File: config.mk
export PLATFORM = sky130hd
export DESIGN_NAME = uart_core
export DESIGN_NICKNAME = d
export VERILOG_FILES = /design/src/rtl/uart_core.sv
export SDC_FILE = /design/constraint.sdc
export NUM_CORES = 1
export LEC_CHECK = 0
export CAP_MARGIN = 20
export CORE_UTILIZATION = 51
export CTS_BUF_LIST = sky130_fd_sc_hd__clkbuf_8
export CTS_CLUSTER_SIZE = 10
export DETAILED_ROUTE_END_ITERATION = 6
export PLACE_DENSITY_LB_ADDON = 0.15
export SLEW_MARGIN = 5
export SYNTH_ARGS = -nofsm -noshare
export SYNTH_HDL_FRONTEND = slang
export SYNTH_SLANG_ARGS = --single-unit
export TNS_END_PERCENT = 100
File: constraint.sdc
create_clock -name Clk -period 4.2 [get_ports Clk]
set_input_delay 0.63 -clock Clk [delete_from_list [all_inputs] [get_ports Clk]]
set_output_delay 0.63 -clock Clk [all_outputs]
set_load 0.005 [all_outputs]
File: src/rtl/uart_core.sv
`default_nettype none
// ============================================================================
//  Module      : uart_core (with helper uart_core_fifo)
//  Description : 8N1 UART with a first-word-fall-through RX FIFO and a TX FIFO.
//                Receiver samples at bit centres from a synchronized RX line;
//                transmitter drives TX from a register, back-to-back frames.
//  Revision    : 1.0 - initial release
// ============================================================================

module uart_core_fifo #(
   parameter int DEPTH = 16
) (
   input  logic       clk,
   input  logic       rst,
   input  logic       i_push,
   input  logic [7:0] i_wdata,
   input  logic       i_pop,
   output logic [7:0] o_rdata,
   output logic       o_empty,
   output logic       o_full
);
   localparam int              C_AW   = (DEPTH > 1) ? $clog2(DEPTH) : 1;
   localparam logic [C_AW:0]   C_FULL = (C_AW + 1)'(DEPTH);
   localparam logic [C_AW-1:0] C_ONE  = C_AW'(1);

   logic [7:0]      r_mem [DEPTH];
   logic [C_AW-1:0] r_wr_ptr;
   logic [C_AW-1:0] r_rd_ptr;
   logic [C_AW:0]   r_count;
   logic            w_do_push;
   logic            w_do_pop;

   assign w_do_push = i_push && (r_count != C_FULL);
   assign w_do_pop  = i_pop && (r_count != '0);
   assign o_empty   = (r_count == '0);
   assign o_full    = (r_count == C_FULL);
   // Head is presented combinationally; zero while empty so stale data never leaks.
   assign o_rdata   = o_empty ? 8'h00 : r_mem[r_rd_ptr];

   // Storage array, written only on an accepted push.
   always_ff @(posedge clk) begin
      if (w_do_push) r_mem[r_wr_ptr] <= i_wdata;
   end

   // Pointers wrap naturally because DEPTH is a power of two.
   always_ff @(posedge clk) begin
      if (rst) begin
         r_wr_ptr <= '0;
         r_rd_ptr <= '0;
         r_count  <= '0;
      end else begin
         if (w_do_push) r_wr_ptr <= r_wr_ptr + C_ONE;
         if (w_do_pop)  r_rd_ptr <= r_rd_ptr + C_ONE;
         if (w_do_push && !w_do_pop)      r_count <= r_count + (C_AW + 1)'(1);
         else if (!w_do_push && w_do_pop) r_count <= r_count - (C_AW + 1)'(1);
      end
   end
endmodule

module uart_core #(
   parameter int C_BAUDRATE    = 115200,
   parameter int C_SYSTEM_FREQ = 50000000,
   parameter int C_FIFO_DEPTH  = 16
) (
   input  logic       Clk,
   input  logic       Reset,
   input  logic       RX,
   input  logic       Enable_rx,
   input  logic       rd_uart_en,
   output logic [7:0] RX_data,
   output logic       Empty,
   input  logic [7:0] TX_data,
   input  logic       wr_uart_en,
   input  logic       Enable_tx,
   output logic       Full,
   output logic       TX
);
   localparam int               C_BIT       = C_SYSTEM_FREQ / C_BAUDRATE;
   localparam int               C_HALF      = C_BIT / 2;
   localparam int               C_CW        = $clog2(C_BIT + 1);
   localparam logic [C_CW-1:0]  C_BIT_LAST  = C_CW'(C_BIT - 1);
   localparam logic [C_CW-1:0]  C_HALF_LAST = C_CW'(C_HALF - 1);
   localparam logic [C_CW-1:0]  C_CNT_ONE   = C_CW'(1);

   localparam logic [1:0] S_IDLE  = 2'd0;
   localparam logic [1:0] S_START = 2'd1;
   localparam logic [1:0] S_DATA  = 2'd2;
   localparam logic [1:0] S_STOP  = 2'd3;

   // ------------------------------------------------------------------ RX --
   logic            r_rx_meta, r_rx_sync, r_rx_prev;
   logic [1:0]      r_rx_state, w_rx_next;
   logic [C_CW-1:0] r_rx_cnt;
   logic [2:0]      r_rx_bit;
   logic [7:0]      r_rx_shift;
   logic            w_rx_fall, w_rx_half_done, w_rx_bit_done;
   logic            w_rx_sample, w_rx_push, w_rx_cnt_clr, w_rx_full;

   assign w_rx_fall      = r_rx_prev & ~r_rx_sync;
   assign w_rx_half_done = (r_rx_cnt == C_HALF_LAST);
   assign w_rx_bit_done  = (r_rx_cnt == C_BIT_LAST);

   // Two-flop synchronizer plus one history flop for start-edge detection.
   always_ff @(posedge Clk) begin
      if (Reset) begin
         r_rx_meta <= 1'b1;
         r_rx_sync <= 1'b1;
         r_rx_prev <= 1'b1;
      end else begin
         r_rx_meta <= RX;
         r_rx_sync <= r_rx_meta;
         r_rx_prev <= r_rx_sync;
      end
   end

   // Receiver state register.
   always_ff @(posedge Clk) begin
      if (Reset) r_rx_state <= S_IDLE;
      else       r_rx_state <= w_rx_next;
   end

   // Receiver next-state; disabling the receiver aborts any frame.
   always_comb begin
      w_rx_next = r_rx_state;
      if (!Enable_rx) begin
         w_rx_next = S_IDLE;
      end else begin
         case (r_rx_state)
            S_IDLE:  if (w_rx_fall) w_rx_next = S_START;
            S_START: if (w_rx_half_done) w_rx_next = r_rx_sync ? S_IDLE : S_DATA;
            S_DATA:  if (w_rx_bit_done && (r_rx_bit == 3'd7)) w_rx_next = S_STOP;
            S_STOP:  if (w_rx_bit_done) w_rx_next = S_IDLE;
            default: w_rx_next = S_IDLE;
         endcase
      end
   end

   // Receiver strobes: data sampling, FIFO push on a good stop bit, counter clear.
   always_comb begin
      w_rx_sample  = Enable_rx && (r_rx_state == S_DATA) && w_rx_bit_done;
      w_rx_push    = Enable_rx && (r_rx_state == S_STOP) && w_rx_bit_done &&
                     r_rx_sync && !w_rx_full;
      w_rx_cnt_clr = !Enable_rx || (r_rx_state == S_IDLE) ||
                     ((r_rx_state == S_START) && w_rx_half_done) ||
                     ((r_rx_state != S_START) && w_rx_bit_done);
   end

   // Receiver baud counter, bit index and LSB-first shift register.
   always_ff @(posedge Clk) begin
      if (Reset) begin
         r_rx_cnt   <= '0;
         r_rx_bit   <= '0;
         r_rx_shift <= '0;
      end else begin
         r_rx_cnt <= w_rx_cnt_clr ? '0 : r_rx_cnt + C_CNT_ONE;
         if (r_rx_state == S_IDLE || r_rx_state == S_START) begin
            r_rx_bit <= '0;
         end else if (w_rx_sample) begin
            r_rx_bit   <= r_rx_bit + 3'd1;
            r_rx_shift <= {r_rx_sync, r_rx_shift[7:1]};
         end
      end
   end

   uart_core_fifo #(.DEPTH(C_FIFO_DEPTH)) u_rx_fifo (
      .clk     (Clk),
      .rst     (Reset),
      .i_push  (w_rx_push),
      .i_wdata (r_rx_shift),
      .i_pop   (rd_uart_en),
      .o_rdata (RX_data),
      .o_empty (Empty),
      .o_full  (w_rx_full)
   );

   // ------------------------------------------------------------------ TX --
   logic [1:0]      r_tx_state, w_tx_next;
   logic [C_CW-1:0] r_tx_cnt;
   logic [2:0]      r_tx_bit;
   logic [7:0]      r_tx_shift;
   logic            r_tx;
   logic [7:0]      w_tx_head;
   logic            w_tx_empty, w_tx_ready, w_tx_bit_done, w_tx_pop, w_tx_cnt_clr;

   assign w_tx_ready    = Enable_tx && !w_tx_empty;
   assign w_tx_bit_done = (r_tx_cnt == C_BIT_LAST);
   assign TX            = r_tx;

   uart_core_fifo #(.DEPTH(C_FIFO_DEPTH)) u_tx_fifo (
      .clk     (Clk),
      .rst     (Reset),
      .i_push  (wr_uart_en),
      .i_wdata (TX_data),
      .i_pop   (w_tx_pop),
      .o_rdata (w_tx_head),
      .o_empty (w_tx_empty),
      .o_full  (Full)
   );

   // Transmitter state register.
   always_ff @(posedge Clk) begin
      if (Reset) r_tx_state <= S_IDLE;
      else       r_tx_state <= w_tx_next;
   end

   // Transmitter next-state; the end of a stop bit chains straight into the next start.
   always_comb begin
      w_tx_next = r_tx_state;
      case (r_tx_state)
         S_IDLE:  if (w_tx_ready) w_tx_next = S_START;
         S_START: if (w_tx_bit_done) w_tx_next = S_DATA;
         S_DATA:  if (w_tx_bit_done && (r_tx_bit == 3'd7)) w_tx_next = S_STOP;
         S_STOP:  if (w_tx_bit_done) w_tx_next = w_tx_ready ? S_START : S_IDLE;
         default: w_tx_next = S_IDLE;
      endcase
   end

   // Transmitter strobes: FIFO pop on frame launch, counter clear per bit.
   always_comb begin
      w_tx_pop     = w_tx_ready && ((r_tx_state == S_IDLE) ||
                                    ((r_tx_state == S_STOP) && w_tx_bit_done));
      w_tx_cnt_clr = (r_tx_state == S_IDLE) || w_tx_bit_done;
   end

   // Transmitter baud counter, shift register and registered line driver.
   always_ff @(posedge Clk) begin
      if (Reset) begin
         r_tx_cnt   <= '0;
         r_tx_bit   <= '0;
         r_tx_shift <= '0;
         r_tx       <= 1'b1;
      end else begin
         r_tx_cnt <= w_tx_cnt_clr ? '0 : r_tx_cnt + C_CNT_ONE;
         if (w_tx_pop) begin
            r_tx_shift <= w_tx_head;
            r_tx_bit   <= '0;
            r_tx       <= 1'b0;
         end else if (w_tx_bit_done) begin
            case (r_tx_state)
               S_START: r_tx <= r_tx_shift[0];
               S_DATA: begin
                  r_tx_shift <= {1'b0, r_tx_shift[7:1]};
                  r_tx_bit   <= r_tx_bit + 3'd1;
                  r_tx       <= (r_tx_bit == 3'd7) ? 1'b1 : r_tx_shift[1];
               end
               default: r_tx <= 1'b1;
            endcase
         end
      end
   end
endmodule
`default_nettype wire

==> out/results.txt <==
The run finished, with violations left. The checks that failed: DRC. Max-cap violations in this run came to 0.

The number of setup buffers added after CTS is 0. After Yosys synthesis, XOR and XNOR cells account for 1.87% of the synthesized area. The fraction of layout cells with a size suffix above 1 was 19.1%; the clock latency of the later-clocked register in the worst-skew pair was 0.57 ns. Proportion of netlist area held by the largest area contributor: 56.5%.

The most used flip-flop cell after synthesis is sky130_fd_sc_hd__edfxtp_1. The class of the tightest hold or removal check was flip-flop to flip-flop. Ranked by total cell area, the synthesized netlist is headed by sky130_fd_sc_hd__edfxtp_1, sky130_fd_sc_hd__dfxtp_1, sky130_fd_sc_hd__mux4_2.

The run gives 0 as the leftover overflow at the end of global routing. For the via count of the first global-routing pass, the log shows 7429. Measured along the y axis, the die boundary spans 165 um.

Synthesis instantiated 52 different standard cells from the library. The biggest area contributor in the post-synthesis netlist is sky130_fd_sc_hd__edfxtp_1. The core region is 26100 um2. The synthesized-area fraction occupied by and/or/nand/nor cells works out to 7.37%. The synthesized-area fraction occupied by ao, oa, aoi and oai cells was 3.12%; the worst setup skew after layout was 0.0168 ns. Synthesis produced a netlist whose cell count is 818. Placed cell area: 14200 um2.

The H-tree was split into 2 levels. The global-route met2 utilization is 35.5%. The run gives 0.771 as the placer's final routability congestion estimate.

TritonCTS built the clock tree. Registers take 9330 um2. The met3 usage in global routing is 3.37%, and the minimum clock period after layout is 3.50 ns. Before CTS, the worst setup slack after placement is 0.664 ns.

Timing would allow up to 286 MHz. The first global-routing pass estimated 40400 um of wire. The initial antenna violation count is 0. The number of enable-type register cells in the synthesized netlist is 256, and the violation count after the first detailed-routing iteration is 356. The final max-slew violation count is 0, and the floorplan row count is 59. The run gives 924 as the count of nets after finishing.

Once the clock tree was built, the resizer swapped 0 gates to a different size. The mean routed wirelength per cell works out to 20.3 um. In this run the horizontal extent of the chip is 165 um. 26 I/O pins were placed.

Once detail routing completed, the nets flagged for antenna violations numbered 0. The worst slew slack as a fraction of its limit was 31.9%; the synthesized-area fraction occupied by adder cells was 3.33%. Summed over all cells, the static leakage comes to 5.37 nW.

In the global route stage, met1 resource usage came out at 24.3%. Summed over all failing endpoints, the final setup total negative slack is 0 ns. Across the VDD grid, the largest voltage drop is 0.343 mV.

In the global route stage, overall resource usage came out at 19.6%. Area taken by multi-input logic gates: 4030 um2. Clock transition at the register clock pins on the worst setup and hold paths after CTS: 0.06 ns. The count of final hold-check violations is 0. For this design the ratio of total power to cell area is 515 nW/um2. The synthesis warning total was 0. Setup repair after global routing left no endpoint under its margin. Worst hold margin: 0.411 ns. The number of nets handed over by synthesis was 868. Entering global routing, the biggest net connects 59 pins. The number of vias in the routed layout came out at 7014. The number of detailed-route iterations in the first pass was 6; the critical-path maximum fanout was 32. From synthesis to final layout, the design area changed by 11.8%.

The per-cell via count in the routed design was 5.60. The final layout contains routed wiring with a total length of 25400 um. The critical path capture point type is an output port. The filler cells instantiated in the layout total 2006.

For this design, the CTS-stage hold fixing added 0 buffers. The post-synth design cell area was 13600 um2; the clock buffer count from CTS was 53. Of the synthesized area, sequential elements account for 68.6%. In this run the tool buffered the top-level ports with 25 buffer cells. After synthesis, the largest family of logic cells by area is multiplexers.

Once layout is done, the placed cells without fillers occupy 15200 um2. After layout, the worst setup slack is 0.700 ns. The maximum clock insertion buffer count was 3; the final HPWL from detailed placement was 16600 um.

Setup violations remaining at the end of the flow were counted as 0. Share of flip-flops with an asynchronous set or reset: 0%. STA classifies the critical path startpoint as a flip-flop. The type of the setup path with the least slack was flip-flop to output port. After synthesis, the share of cell area in mux cells is 13.9%. For the pin with the worst max-slew slack, the measured transition is 1.02 ns. In the post-synthesis netlist, the cell with the most instances is sky130_fd_sc_hd__edfxtp_1. The average instance in the mapped netlist occupies 16.6 um2.

The required time at the worst-slack endpoint came out at 3.57 ns. Synthesis inferred 338 register bits. The repair_antennas step left the layout with diodes totalling 0.

Post-route clock period utilization: 83.3%. The floorplan step defined a die boundary enclosing 27300 um2. The commonest cells after synthesis are sky130_fd_sc_hd__edfxtp_1, sky130_fd_sc_hd__dfxtp_1, sky130_fd_sc_hd__nor2_1. The signal arrival time at the worst endpoint is 2.87 ns, and the DRC violations left is 4. The run gives 52.1% as the initial core utilization. In this run the clock root is driven by a sky130_fd_sc_hd__clkbuf_8.

The CTS sink count was 338. The layer flagged by global routing as most heavily used is met2.
logic make-up (layout without fill, tap and decap cells):
logic type	after synthesis	after routing
DFF	338	338
buffers and inverters	56	156
and+or+nand+nor	199	199
adders and majority gates	35	35
xor gates and xnor gates	29	29
muxes	99	99
AOI/OAI and AO/OA	62	62
critical path, cell delays in order (launching register included):
cell and delay, ns:
sky130_fd_sc_hd__dfxtp_2 0.34, sky130_fd_sc_hd__buf_12 0.27, sky130_fd_sc_hd__mux4_2 0.58, sky130_fd_sc_hd__mux4_2 0.46, sky130_fd_sc_hd__nor2b_1 0.14, sky130_fd_sc_hd__clkdlybuf4s50_1 0.50
power by group:
group	internal, mW	switching [mW]
Combinational	0.654	0.733
Sequential	3.73	0.147
Clock	1.33	1.24
Total	5.72	2.12
metal layers:
| layer | part of all wire [%] | up-vias | wire length, um |
|---|---|---|---|
| met1 | 42 | 3565 | 10600 |
| met3 | 3.9 | 46 | 994 |
| met5 | 0 | - | 0 |
| met2 | 52 | 131 | 13300 |
| li1 | - | 3272 | - |
| met4 | 1.9 | 0 | 481 |
cell usage in the layout (no fill, tap or decap), types with 7 or more instances in the layout:
| cell | n |
|---|---|
| sky130_fd_sc_hd__a21oi_1 | 18 |
| sky130_fd_sc_hd__nand3_1 | 14 |
| sky130_fd_sc_hd__clkdlybuf4s50_1 | 24 |
| sky130_fd_sc_hd__nor2_1 | 78 |
| sky130_fd_sc_hd__dfxtp_1 | 79 |
| sky130_fd_sc_hd__xnor2_1 | 15 |
| sky130_fd_sc_hd__clkbuf_8 | 61 |
| sky130_fd_sc_hd__inv_1 | 37 |
| sky130_fd_sc_hd__mux2i_1 | 24 |
| sky130_fd_sc_hd__ha_1 | 33 |
| sky130_fd_sc_hd__clkinv_2 | 12 |
| sky130_fd_sc_hd__xor2_1 | 14 |
| sky130_fd_sc_hd__o21ai_0 | 7 |
| sky130_fd_sc_hd__clkinv_1 | 9 |
| sky130_fd_sc_hd__nand2_1 | 21 |
| sky130_fd_sc_hd__mux4_2 | 72 |
| sky130_fd_sc_hd__nor2b_1 | 15 |
| sky130_fd_sc_hd__nor3_1 | 16 |
| sky130_fd_sc_hd__a22oi_1 | 8 |
| sky130_fd_sc_hd__a221oi_1 | 14 |
| sky130_fd_sc_hd__edfxtp_1 | 256 |
| sky130_fd_sc_hd__and2_1 | 19 |
path summary, 6_finish.rpt:
kind,from,endpoint,slack [ns],cells past startpoint
worst max-delay path,flip-flop,RX_data[2],0.70,5
worst min-delay path,r_rx_meta,r_rx_sync,0.41,1
worst min register to register,r_rx_meta,r_rx_sync,0.41,1
worst max register to register,u_rx_fifo.r_count[0],u_rx_fifo.r_count[4],0.78,12
flip-flops by register name, summed over array words and instances, names as in the netlist, named ones only:
signal              flops
TX                      1
r_rx_bit                3
r_rx_cnt                9
r_rx_meta               1
r_rx_prev               1
r_rx_shift              8
r_rx_state              1
r_rx_sync               1
r_tx_bit                3
r_tx_cnt                9
r_tx_shift              8
r_tx_state              2
u_rx_fifo.r_count       5
u_rx_fifo.r_mem       128
u_rx_fifo.r_rd_ptr      4
u_rx_fifo.r_wr_ptr      4
u_tx_fifo.r_count       5
u_tx_fifo.r_mem       128
u_tx_fifo.r_rd_ptr      4
u_tx_fifo.r_wr_ptr      4
cell type report:
class                           instances  share of cell area (%)
Clock buffer                           61                    5.52
Inverter                               24                   0.609
Clock inverter                         38                    1.12
Multi-Input combinational cell        424                    26.5
Timing Repair Buffer                   33                    2.17
Tap cell                              335                    2.75
Sequential cell                       338                    61.3
metrics by stage:
step | total power [mW] | instances | utilization (%)
finish | 7.84 | 1253 | 58.2
global route | 8.23 | 1253 | 58.2
CTS | 7.92 | 1252 | 58.1
detailed placement | 5.34 | 1153 | 54.3
global placement | 5.26 | 1153 | 54.3
floorplan | 4.94 | 818 | -
(Power assumes the default switching activity.)
